==> config.mk <==
export PLATFORM = sky130hd
export DESIGN_NAME = mult_bcd_seq
export DESIGN_NICKNAME = d
export VERILOG_FILES = /design/src/rtl/mult_bcd_seq.sv
export SDC_FILE = /design/constraint.sdc
export NUM_CORES = 1
export LEC_CHECK = 0
export ABC_AREA = 1
export BUFFER_PORTS_ARGS = -buffer_cell sky130_fd_sc_hd__buf_4
export CORE_AREA = 2 2 118 120
export CTS_CLUSTER_DIAMETER = 80
export CTS_CLUSTER_SIZE = 20
export DETAILED_ROUTE_END_ITERATION = 12
export DIE_AREA = 0 0 120 122
export PLACE_DENSITY = 0.49
export SYNTH_ARGS = -nofsm -noshare
export SYNTH_HDL_FRONTEND = slang
export SYNTH_SLANG_ARGS = --single-unit
==> constraint.sdc <==
create_clock -name clk -period 5 [get_ports clk]
set_clock_uncertainty 0.05 [all_clocks]
set_input_delay 0.75 -clock clk [delete_from_list [all_inputs] [get_ports clk]]
set_output_delay 0.75 -clock clk [all_outputs]
set_load 0.01 [all_outputs]
==> src/rtl/mult_bcd_seq.sv <==
// Sequential shift-add multiplier feeding a double-dabble BCD converter and
// registered seven-segment digit drivers, launched by a start/busy/done handshake.
module mult_bcd_seq #(
    parameter int WIDTH      = 4,
    parameter int NDIG       = 3,
    parameter int BLANK_LZ   = 0,
    parameter int ACTIVE_LOW = 1
) (
    input  logic                  clk,
    input  logic                  rst,
    input  logic                  start,
    input  logic [WIDTH-1:0]      in1,
    input  logic [WIDTH-1:0]      in2,
    output logic                  busy,
    output logic                  done,
    output logic [2*WIDTH-1:0]    prod,
    output logic [4*NDIG-1:0]     bcd,
    output logic [7*NDIG-1:0]     dig,
    output logic [1:0]            state_dbg
);

    // Handshake: start is sampled only in IDLE; busy is high in MULT and BCD;
    // done is a single-cycle pulse in DONE, when prod/bcd/dig have just updated.

    localparam int PW = 2 * WIDTH;
    localparam int BW = 4 * NDIG;
    localparam int CW = $clog2(2 * WIDTH + 1);

    function automatic logic [127:0] pow10(input int n);
        logic [127:0] r;
        r = 128'd1;
        for (int i = 0; i < n; i++) r = r * 128'd10;
        return r;
    endfunction

    localparam logic [127:0] MAX_OP = (128'd1 << WIDTH) - 128'd1;
    localparam logic [127:0] MAX_SQ = MAX_OP * MAX_OP;
    localparam logic [6:0]   SEG_BLANK = (ACTIVE_LOW != 0) ? 7'h7F : 7'h00;

    if (pow10(NDIG) <= MAX_SQ) begin : g_ndig_check
        $error("mult_bcd_seq: NDIG too small to hold the largest product");
    end

    typedef enum logic [1:0] {
        S_IDLE = 2'd0,
        S_MULT = 2'd1,
        S_BCD  = 2'd2,
        S_DONE = 2'd3
    } state_t;

    state_t state, state_nxt;

    logic [PW-1:0]     mcand;
    logic [WIDTH-1:0]  mplier;
    logic [PW-1:0]     acc;
    logic [PW-1:0]     acc_add;
    logic [CW-1:0]     cnt;
    logic [PW-1:0]     bin_r;
    logic [PW-1:0]     bin_sh;
    logic [BW-1:0]     bcd_r;
    logic [BW-1:0]     bcd_adj;
    logic [BW-1:0]     bcd_sh;
    logic [7*NDIG-1:0] dig_nxt;
    logic              lead;
    logic [3:0]        cur_d;
    logic [6:0]        cur_s;
    logic              lint_unused;

    function automatic logic [6:0] seg_of(input logic [3:0] v);
        case (v)
            4'd0:    return 7'h3F;
            4'd1:    return 7'h06;
            4'd2:    return 7'h5B;
            4'd3:    return 7'h4F;
            4'd4:    return 7'h66;
            4'd5:    return 7'h6D;
            4'd6:    return 7'h7D;
            4'd7:    return 7'h07;
            4'd8:    return 7'h7F;
            4'd9:    return 7'h6F;
            default: return 7'h00;
        endcase
    endfunction

    // FSM state register
    always_ff @(posedge clk) begin
        if (rst) state <= S_IDLE;
        else     state <= state_nxt;
    end

    always_comb begin
        state_nxt = state;
        case (state)
            S_IDLE: if (start) state_nxt = S_MULT;
            S_MULT: if (cnt == CW'(WIDTH - 1)) state_nxt = S_BCD;
            S_BCD:  if (cnt == CW'(2 * WIDTH)) state_nxt = S_DONE;
            S_DONE: state_nxt = S_IDLE;
            default: state_nxt = S_IDLE;
        endcase
    end

    assign busy      = (state == S_MULT) || (state == S_BCD);
    assign done      = (state == S_DONE);
    assign state_dbg = state;

    assign acc_add = mplier[0] ? (acc + mcand) : acc;

    // Double-dabble step: correct digits >= 5, then shift {bcd, bin} left by one.
    always_comb begin
        bcd_adj = bcd_r;
        for (int i = 0; i < NDIG; i++) begin
            if (bcd_r[4*i +: 4] >= 4'd5) bcd_adj[4*i +: 4] = bcd_r[4*i +: 4] + 4'd3;
        end
    end

    assign bcd_sh      = {bcd_adj[BW-2:0], bin_r[PW-1]};
    assign bin_sh      = {bin_r[PW-2:0], 1'b0};
    assign lint_unused = bcd_adj[BW-1];

    // Segment patterns for the final BCD value, with optional leading-zero blanking.
    always_comb begin
        dig_nxt = '0;
        lead    = (BLANK_LZ != 0);
        cur_d   = '0;
        cur_s   = '0;
        for (int i = NDIG - 1; i >= 0; i--) begin
            cur_d = bcd_sh[4*i +: 4];
            cur_s = seg_of(cur_d);
            if (lead && (cur_d == 4'd0) && (i != 0)) cur_s = 7'h00;
            if (cur_d != 4'd0) lead = 1'b0;
            dig_nxt[7*i +: 7] = (ACTIVE_LOW != 0) ? ~cur_s : cur_s;
        end
    end

    always_ff @(posedge clk) begin
        if (rst) begin
            mcand  <= '0;
            mplier <= '0;
            acc    <= '0;
            cnt    <= '0;
            bin_r  <= '0;
            bcd_r  <= '0;
            prod   <= '0;
            bcd    <= '0;
            dig    <= {NDIG{SEG_BLANK}};
        end else begin
            case (state)
                S_IDLE: begin
                    if (start) begin
                        mcand  <= PW'(in1);
                        mplier <= in2;
                        acc    <= '0;
                        cnt    <= '0;
                    end
                end
                S_MULT: begin
                    acc    <= acc_add;
                    mcand  <= mcand << 1;
                    mplier <= mplier >> 1;
                    cnt    <= (cnt == CW'(WIDTH - 1)) ? '0 : cnt + 1'b1;
                end
                S_BCD: begin
                    // Count 0 loads the product; counts 1..2*WIDTH are dabble steps.
                    if (cnt == '0) begin
                        bin_r <= acc;
                        bcd_r <= '0;
                    end else begin
                        bin_r <= bin_sh;
                        bcd_r <= bcd_sh;
                    end
                    cnt <= cnt + 1'b1;
                    if (cnt == CW'(2 * WIDTH)) begin
                        prod <= acc;
                        bcd  <= bcd_sh;
                        dig  <= dig_nxt;
                        cnt  <= '0;
                    end
                end
                default: ;
            endcase
        end
    end

endmodule
## Word level (Yosys, flattened, before mapping)

Memory sizes are Yosys's and may differ from the RTL's.
Cells that the tools add are included.

| storage, ports and cells | value |
|---|---|
| bits in registers | 87 |
| ROM bits | 336 |
| bits of input ports | 11 |
| output and inout port bits | 45 |
| word-level logic and storage cells | 63 |
| memories | 3 |

| operators by class | value |
|---|---|
| $add $sub $neg | 5 |
| magnitude comparators | 3 |
| equality and inequality tests | 9 |
| muxes and demuxes | 20 |
| bitwise logic cells | 3 |
| reduce and logical (&&, ||, !) cells | 10 |

Memories:

| memory | words | bits a word | rd ports | clocked after Yosys merged registers in | write ports | line | source |
|---|---|---|---|---|---|---|---|
| (name not given) | 16 | 7 | 1 | 0 | 0 | 70 | `case (v)` |
| (name not given) | 16 | 7 | 1 | 0 | 0 | 70 |  |
| (name not given) | 16 | 7 | 1 | 0 | 0 | 70 |  |

Operators by type and width:

| operator | count |
|---|---|
| $mux W8 | 4 |
| $pmux W8 S2 | 2 |
| $mux W4 | 6 |
| $not A7 Y7 | 3 |
| $ge A4 B3 Y1 const B | 3 |
| $mux W12 | 1 |
| $pmux W4 S3 | 1 |
| $add A4 B2 Y4 const B | 2 |
| $add A8 B8 Y8 | 1 |
| $pmux W2 S4 | 1 |
| $pmux W4 S2 | 1 |
| $mux W2 | 3 |
| $ne A2 B2 Y1 const B | 3 |
| $reduce_and A2 Y1 | 3 |
| $reduce_and A3 Y1 | 2 |
| $add A4 B1 Y4 const B | 1 |
| $eq A2 B2 Y1 const B | 2 |
| $eq A4 B2 Y1 const B | 1 |
| $eq A4 B4 Y1 const B | 1 |
| $logic_not A4 Y1 | 1 |
| $add A3 B2 Y3 const B | 1 |
| $mux W3 | 1 |
| $reduce_bool A3 Y1 | 1 |
| $eq A2 B1 Y1 const B | 1 |
| 4 further kinds | 4 |

## Longest topological paths before layout

Gate-level depths: netlist of the first run.
An unclocked memory read counts as a cell.

| depth | value |
|---|---|
| depth after elaboration | 4 |
| gate-level depth with buffers | 13 |
| depth with buffers taken out | 13 |

## Worst setup path after synthesis of the first run

Ideal clock, no wire load.

| timing path | value |
|---|---|
| path kind | flip-flop to flip-flop |
| start | register bcd_r[0] |
| end | register dig[10] |
| library setup time | 0.123 ns |
| arrival | 1.663 ns |
| required time | 4.827 ns |
| path slack | 3.164 ns |
| cell stages (with the launch flop) | 13 |
| buffers on the path | 0 |
| clock period less this slack | 1.836 ns |
| path through | dfxtp_1 -> inv_1 -> ha_1 -> inv_1 -> nand2_1 -> nand2_1 -> nand3_1 -> nand2_1 -> inv_1 -> ha_1 -> nand2_1 -> nand3_1 -> nand3_1 |

| between the ends | value |
|---|---|
| longest elaborated chain between the ends | 4 |
| elaborated cells on any way between the ends | 5 |
| classes of those cells | add/sub: 1; order compare: 1; mux: 1; bitwise: 1; memory: 1 |

Ends and longest elaborated chain:

| what | line | source |
|---|---|---|
| start: declaration | 60 | `logic [BW-1:0] bcd_r;` |
| start signal: assignment | 169 | `bcd_r <= bcd_sh;` |
| $add A4 B2 Y4 or $ge A4 B3 Y1 (tied branches) | 112 | `if (bcd_r[4*i +: 4] >= 4'd5) bcd_adj[4*i +: 4] = bcd_r[4*i +: 4] + 4'd3;` |
| $mux W4 (*) | 112 |  |
| net bcd_adj[3] | 61 | `logic [BW-1:0] bcd_adj;` |
| $mem_v2 Z16 W7 (*) | -- |  |
| $not A7 Y7 (*) | 131 | `dig_nxt[7*i +: 7] = (ACTIVE_LOW != 0) ? ~cur_s : cur_s;` |
| end signal: assignment | 145 | `dig <= {NDIG{SEG_BLANK}};` |
| end signal: assignment | 175 | `dig <= dig_nxt;` |
| end: declaration | 18 | `output logic [7*NDIG-1:0] dig,` |

The timed path passes the listed nets; every way through them passes the cells marked *.
A chain may end at the register's enable or synchronous reset.

## Worst setup path after layout of the first run

| timing path | value |
|---|---|
| start | register state[0], in the netlist state_dbg[0] |
| end | register bcd[0] |

| between the ends | value |
|---|---|
| longest elaborated chain between the ends | 2 |

Ends and longest elaborated chain:

| what | line | source |
|---|---|---|
| start: declaration | 51 | `state_t state, state_nxt;` |
| start signal: assignment | 88 | `else state <= state_nxt;` |
| $eq A2 B2 Y1 | 147 | `case (state)` |
| $reduce_and A2 Y1 (no source line) | -- |  |
| end signal: assignment | 174 | `bcd <= bcd_sh;` |
| end: declaration | 17 | `output logic [4*NDIG-1:0] bcd,` |

No other way between the ends.

==> results.yml, run 1 <==
floorplan:
  die_w_um: 120
  initial_core_util: 0.340
  coreArea_sq_mm: 0.0135
  rows: 43
  dieHeight_um: 122
  io_pins: 56
  die-area_sq_mm: 0.0146
run_status:
  outcome: "finished clean"
job:
  cap_violations: 0
setup_path:
  crit_chain: "inv_1, ha_1, nand2_2, buf_4, clkinv_2, o21ai_0, a21oi_1"
  r2r_start: "state_dbg[0]"
  crit_arrival_ps: 2720
  path_class: "flop to flop"
  slowest_stage: "clkinv_2"
  critPathMaxStageDelay_ps: 480
  crit_start: "state_dbg[0]"
  cp-start-kind: "flop"
  path_max_fanout: 44
  end_kind: "flop"
  reg2reg_depth: 7
  cp.required_ps: 5160
  crit_path_end: "bcd[0]"
  r2r_end: "bcd[0]"
  rrSetupSlack_ps: 2440
grt:
  grt_use_total: 0.160
  antenna_found_initial: 0
  grt_pass1_wl_um: 19000
  grt_pass1_vias: 4020
  grt_start_max_net_pins: 48
  grt.overflow.total: 0
timing:
  tightest_slew_ps: 1040
  fin_tns_setup_ps: 0
  max_slew_margin: 0.303
  final_hold_viol_count: 0
  slew_violations: 0
  period_needed_ps: 2560
  fmax_mhz: 391
  rsz0062_at_grt: "false"
  setup_viol: 0
  period_share: 0.512
cells_and_area:
  finalNonFillerCells: 880
  fillers: 1371
  area_delta_synth_final_pct: 18.9
  multiInputGateArea_sq_mm: 0.00244
  diodes: 0
  nNetsFinal: 739
  layout-drive-gt1-share: 0.134
  final_core_util: 0.404
  seqCellArea_sq_mm: 0.00174
drt:
  drtAntennaViolNets: 0
  vias: 4167
  wire_per_inst_um: 12.6
  first_pass_iters: 4
  drc: 0
  drt-total-wl_um: 11100
  drtIter0Drc: 243
  routed_via_density: 4.74
clock_network:
  cts_hold_buf: 0
  clock_sinks: 87
  cts_made_buffers: 9
  cts-root-buf: "clkbuf_16"
  worstSkewPairLatency_ps: 340
  cts_tree: "yes"
  h-tree-depth: 3
  path_clk_slew_ps: 70
  cts_resized: 0
  clk_path_buf_depth: 2
  cts_setup_buffers: 0
yosys:
  yosysSeqAreaShare: 0.379
  ys_types: 35
  ys_ff_latch: 87
  synthesis.area_sq_mm: 0.00459
  synthMostInstantiatedCell: "nand2_1"
  yosys.area.top_type: "dfxtp_1"
  synth_edf_count: 0
  syn_avg_cell_area_sq_um: 7.06
  synth_nets: 694
  synth_cells: 650
  synthDominantCellAreaShare: 0.379
  synth.area.top_cells: "dfxtp_1, nand2_1, ha_1"
  synthFlopType: "dfxtp_1"
  postSynth.asyncResetShare: 0
  yosysWarnings: 0
  synth_commonest_cells: "nand2_1, dfxtp_1, inv_1"
power_and_ir_drop:
  power.total_uw: 2030
  leakage_uw: 0.00250
  power.density_mw_per_mm2: 372
  peakVddDrop_mv: 0.304
place:
  io_buffer_count: 55
  placedCellCount: 864
  gp_congestion: 0.833
  hpwlAfterDp_um: 7880
worst_hold_path:
  hold_class: "flop to flop"
==> worst min-delay path by stage <==
stage	from	end	slack [ps]	depth (start not counted)
finish	prod[6]	prod[6]	420	2
global route	prod[6]	prod[6]	440	2
CTS	mplier[3]	mplier[3]	420	2
detailed placement	dig[11]	dig[11]	410	2
global placement	bcd_r[11]	bcd_r[11]	410	2
floorplan	mplier[3]	mplier[3]	400	2
==> worst max-delay path, delay by kind of cell, from the launching register on <==
kind | cells | cell delay, ps
DFF | 1 | 380
and+or+nand+nor | 1 | 160
adders and majority gates | 1 | 430
AOI/OAI and AO/OA | 2 | 350
buffers and inverters | 3 | 1020
==> final cells by class <==
class                           instances  area share
Tap cell                              180      0.0413
Clock buffer                           11      0.0426
Sequential cell                        87       0.319
Multi-Input combinational cell        463       0.447
Timing Repair Buffer                   56      0.0770
Inverter                               78      0.0539
Clock inverter                          5      0.0195
==> placed cells by master (no fill, tap or decap), types with 2 or more instances in the layout <==
master       n
nand2_1    213
dfxtp_1     87
inv_1       73
a21oi_1     63
buf_4       56
nand3_1     54
ha_1        32
nor2_1      23
o21ai_0     17
o211ai_1    16
nand4_1     11
clkbuf_16    9
a31oi_1      6
nand2_2      4
inv_2        4
nand3_2      3
nor2_4       3
or2_2        3
bufinv_16    3
o21ai_4      2
xor2_1       2
clkbuf_1     2
==> layer usage <==
layer,share of wire,GRT usage,vias up
met3,0.036,0.0248,12
met2,0.44,0.264,85
met5,0,0,-
met4,0.018,0.0596,0
li1,-,-,2195
met1,0.50,0.213,1875
==> cells by family (layout without fill, tap and decap cells) <==
family	count (synthesis)	count (layout)	synth area share
DFF	87	87	0.379
AOI/OAI and AO/OA	108	108	0.136
adders and majority gates	33	33	0.0916
and+or+nand+nor	320	320	0.299
xor gates and xnor gates	2	2	0.00382
buffers and inverters	100	150	0.0897
==> metrics by stage <==
step,setup WS (ps),hold slack [ps],area [sq um]
5_1_grt,2210,439,5460
3_3_place_gp,2490,407,5120
2_1_floorplan,3160,395,4590
6_report,2440,421,5460
4_1_cts,2430,423,5460
3_5_place_dp,2440,410,5120
==> power by group <==
part,internal (uW),switching [uW]
combinational,145,295
clock,490,283
sequential,759,56.6
total,1390,634
==> registers in the layout, indices dropped and copies added, names as in the netlist <==
name       flops
acc            8
bcd           12
bcd_r         12
bin_r          8
cnt            4
dig           21
mcand          8
mplier         4
prod           8
state_dbg      2
Note: power is estimated with default switching activity, not from simulation.
==> inputs of run 2 (changes only) <==
==> config.mk (replaced) <==
export PLATFORM = sky130hd
export DESIGN_NAME = mult_bcd_seq
export DESIGN_NICKNAME = d
export VERILOG_FILES = /design/src/rtl/mult_bcd_seq.sv
export SDC_FILE = /design/constraint.sdc
export NUM_CORES = 1
export LEC_CHECK = 0
export ABC_AREA = 0
export BUFFER_PORTS_ARGS = -buffer_cell sky130_fd_sc_hd__buf_4
export CORE_AREA = 2 2 115 117
export CTS_CLUSTER_DIAMETER = 80
export CTS_CLUSTER_SIZE = 20
export DETAILED_ROUTE_END_ITERATION = 12
export DIE_AREA = 0 0 117 119
export PLACE_DENSITY = 0.51
export SYNTH_ARGS = -nofsm -noshare
export SYNTH_HDL_FRONTEND = slang
export SYNTH_SLANG_ARGS = --single-unit
==> constraint.sdc (replaced) <==
create_clock -name clk -period 2.1 [get_ports clk]
set_clock_uncertainty 0.05 [all_clocks]
set_input_delay 0.315 -clock clk [delete_from_list [all_inputs] [get_ports clk]]
set_output_delay 0.315 -clock clk [all_outputs]
set_load 0.01 [all_outputs]
==> run 2 against run 1 <==
Non-clock buffer count is 43 higher. Via count is 9.6% lower. Hold slack worse by 210 ps. Flip-flop and latch count stayed put. Sequential power is 130% higher. Cell count is 13% lower. Global-route usage is 0.70 points lower. Power is 130% higher. Sequential share of layout area is 0.47 points lower. First-iteration DRC count is 30% lower. Core utilization is 2.8 points higher. Register-to-register slack worse by 2400 ps. Largest cell class unchanged. Highest routed layer unchanged.
==> results.yml, run 2 <==
run_status:
  outcome: "finished clean"
floorplan:
  initial_core_util: 0.336
  die-area_sq_mm: 0.0139
  coreArea_sq_mm: 0.0129
  io_pins: 56
  die_w_um: 117
  dieHeight_um: 119
  rows: 42
timing:
  max_slew_margin: 0.525
  final_hold_viol_count: 0
  period_share: 0.968
  period_needed_ps: 2030
  slew_violations: 0
  fmax_mhz: 492
  tightest_slew_ps: 713
  rsz0062_at_grt: "true"
  setup_viol: 0
job:
  cap_violations: 0
place:
  gp_congestion: 0.821
  io_buffer_count: 55
  placedCellCount: 746
  place_area_sq_mm: 0.00515
  hpwlAfterDp_um: 7260
grt:
  grt_pass1_wl_um: 17100
  grt_use_total: 0.153
  grt_start_max_net_pins: 60
  grt.overflow.total: 0
  grt_pass1_vias: 3669
  antenna_found_initial: 0
clock_network:
  cts_hold_buf: 0
  cts-root-buf: "clkbuf_16"
  cts_made_buffers: 9
  clk_path_buf_depth: 2
  worstSkewPairLatency_ps: 340
  path_clk_slew_ps: 60
  clock_sinks: 87
  cts_tree: "yes"
  h-tree-depth: 3
cells_and_area:
  diodes: 0
  layout-drive-gt1-share: 0.242
  final_common_cell: "buf_4"
  reg_top3: "dig x21, bcd x12, bcd_r x12"
  finalNonFillerCells: 763
  area_delta_synth_final_pct: 28.6
  largest_reg_flops: 21
  regMostFlops: "dig"
  final_cell_mix: "buf_4, dfxtp_1, nor2_1, nand2_1, a21oi_1"
  final_area_sq_mm: 0.00556
  nNetsFinal: 628
yosys:
  synthFlopType: "dfxtp_1"
  ys_ff_latch: 87
  synth_cells: 504
  synth_edf_count: 0
  synth_commonest_cells: "dfxtp_1, nor2_1, nand2_1"
  synth.area.top_cells: "dfxtp_1, ha_1, nor2_1"
  ys_types: 58
  postSynth.asyncResetShare: 0
  synthDominantCellAreaShare: 0.403
  yosysSeqAreaShare: 0.403
  synth_nets: 548
  yosysWarnings: 0
  synthesis.area_sq_mm: 0.00432
  synthMostInstantiatedCell: "dfxtp_1"
  yosys.area.top_type: "dfxtp_1"
  syn_avg_cell_area_sq_um: 8.58
power_and_ir_drop:
  power.total_uw: 4620
  power.density_mw_per_mm2: 831
  leakage_uw: 0.00239
  peakVddDrop_mv: 0.447
setup_path:
  end_kind: "flop"
  cp.required_ps: 2280
  crit_arrival_ps: 2210
  cp-start-kind: "flop"
  path_max_fanout: 5
  reg2reg_depth: 9
  path_class: "flop to flop"
drt:
  drtAntennaViolNets: 0
  drc: 0
  vias: 3769
  drtIter0Drc: 171
  wire_per_inst_um: 13.4
  first_pass_iters: 4
  drt-total-wl_um: 10200
  routed_via_density: 4.94
worst_hold_path:
  hold_class: "input pin to flop"
  hold_depth: 3
-- run 2: cell types whose count changed in the layout (fill, tap and decap cells not counted), sizes merged, moves of 10 or more --
| cell | delta |
|---|---|
| nand2 | -157 |
| mux2i | +22 |
| nand2b | +10 |
| o211ai | -14 |
| buf | +43 |
| nand3 | -43 |
| inv | -57 |
| a211oi | +17 |
| nor2 | +37 |
| a21oi | -20 |
-- run 2: power by group --
group          internal, uW  switching (uW)  total (uW)  leakage [uW]
Combinational           503             664        1170       0.00154
Sequential             1790             105        1900      0.000707
Clock                   942             613        1560      0.000136
Total                  3240            1380        4620       0.00239
-- run 2: cells by family (layout without fill, tap and decap cells) --
| group | Yosys count | after routing | share of synthesized area |
|---|---|---|---|
| AO/OA/AOI/OAI | 123 | 123 | 0.194 |
| XOR/XNOR | 9 | 9 | 0.0182 |
| adder cells (fa/ha/maj) | 33 | 33 | 0.0972 |
| buffers and inverters | 50 | 133 | 0.0460 |
| flip-flops | 87 | 87 | 0.403 |
| multiplexers | 24 | 24 | 0.0570 |
| AND/OR/NAND/NOR | 178 | 178 | 0.185 |
-- run 2: final timing paths --
kind	start	endpoint	slack, ps
hold / removal	in2[3]	mplier[3]	210
setup / recovery	bcd_r[9]	dig[20]	70
hold reg to reg	bcd[0]	bcd[0]	410
setup reg to reg	bcd_r[9]	dig[20]	70
-- run 2: worst max-delay path, cell delays in order (launching register included) --
cell and delay [ps]:
dfxtp_2 320, inv_2 60, ha_1 180, nand2b_4 140
a21oi_4 180, buf_6 120, mux2_4 170, a21boi_2 80
a41o_1 240, a2111o_1 370
-- run 2: through the flow --
step | util | setup slack [ps] | setup TNS, ps | hold slack (ps)
5_1_grt | 0.432 | -15.9 | -32.9 | 223
4_1_cts | 0.423 | 6.45 | 0 | 208
2_1_floorplan | - | 29.8 | 0 | 382
3_3_place_gp | 0.400 | 46.5 | 0 | 395
6_report | 0.432 | 67.5 | 0 | 212
3_5_place_dp | 0.400 | -32.8 | -53.7 | 400
-- run 2: final cells by class --
cell class	count	area (sq um)
fill	1278	7320
multi-input combinational	367	2480
sequential	87	1750
timing repair buffer	99	759
clock buffer	13	250
tap	176	220
inverter	20	75.1
clock inverter	1	30.0
-- run 2: what timing repair did --
action                                  4_1_cts  5_1_grt
endpoints found under the hold margin         0        0
setup buffers                                 0        3
pin swaps                                     1        4
endpoints found under the setup margin        3       18
resized for setup                             1       29
-- run 2: layer usage --
layer	up-vias	track usage	wire length, um
met2	66	0.253	4770
met1	1770	0.197	4930
met3	12	0.0280	340
met5	-	0	0
met4	0	0.0603	170
li1	1921	-	-
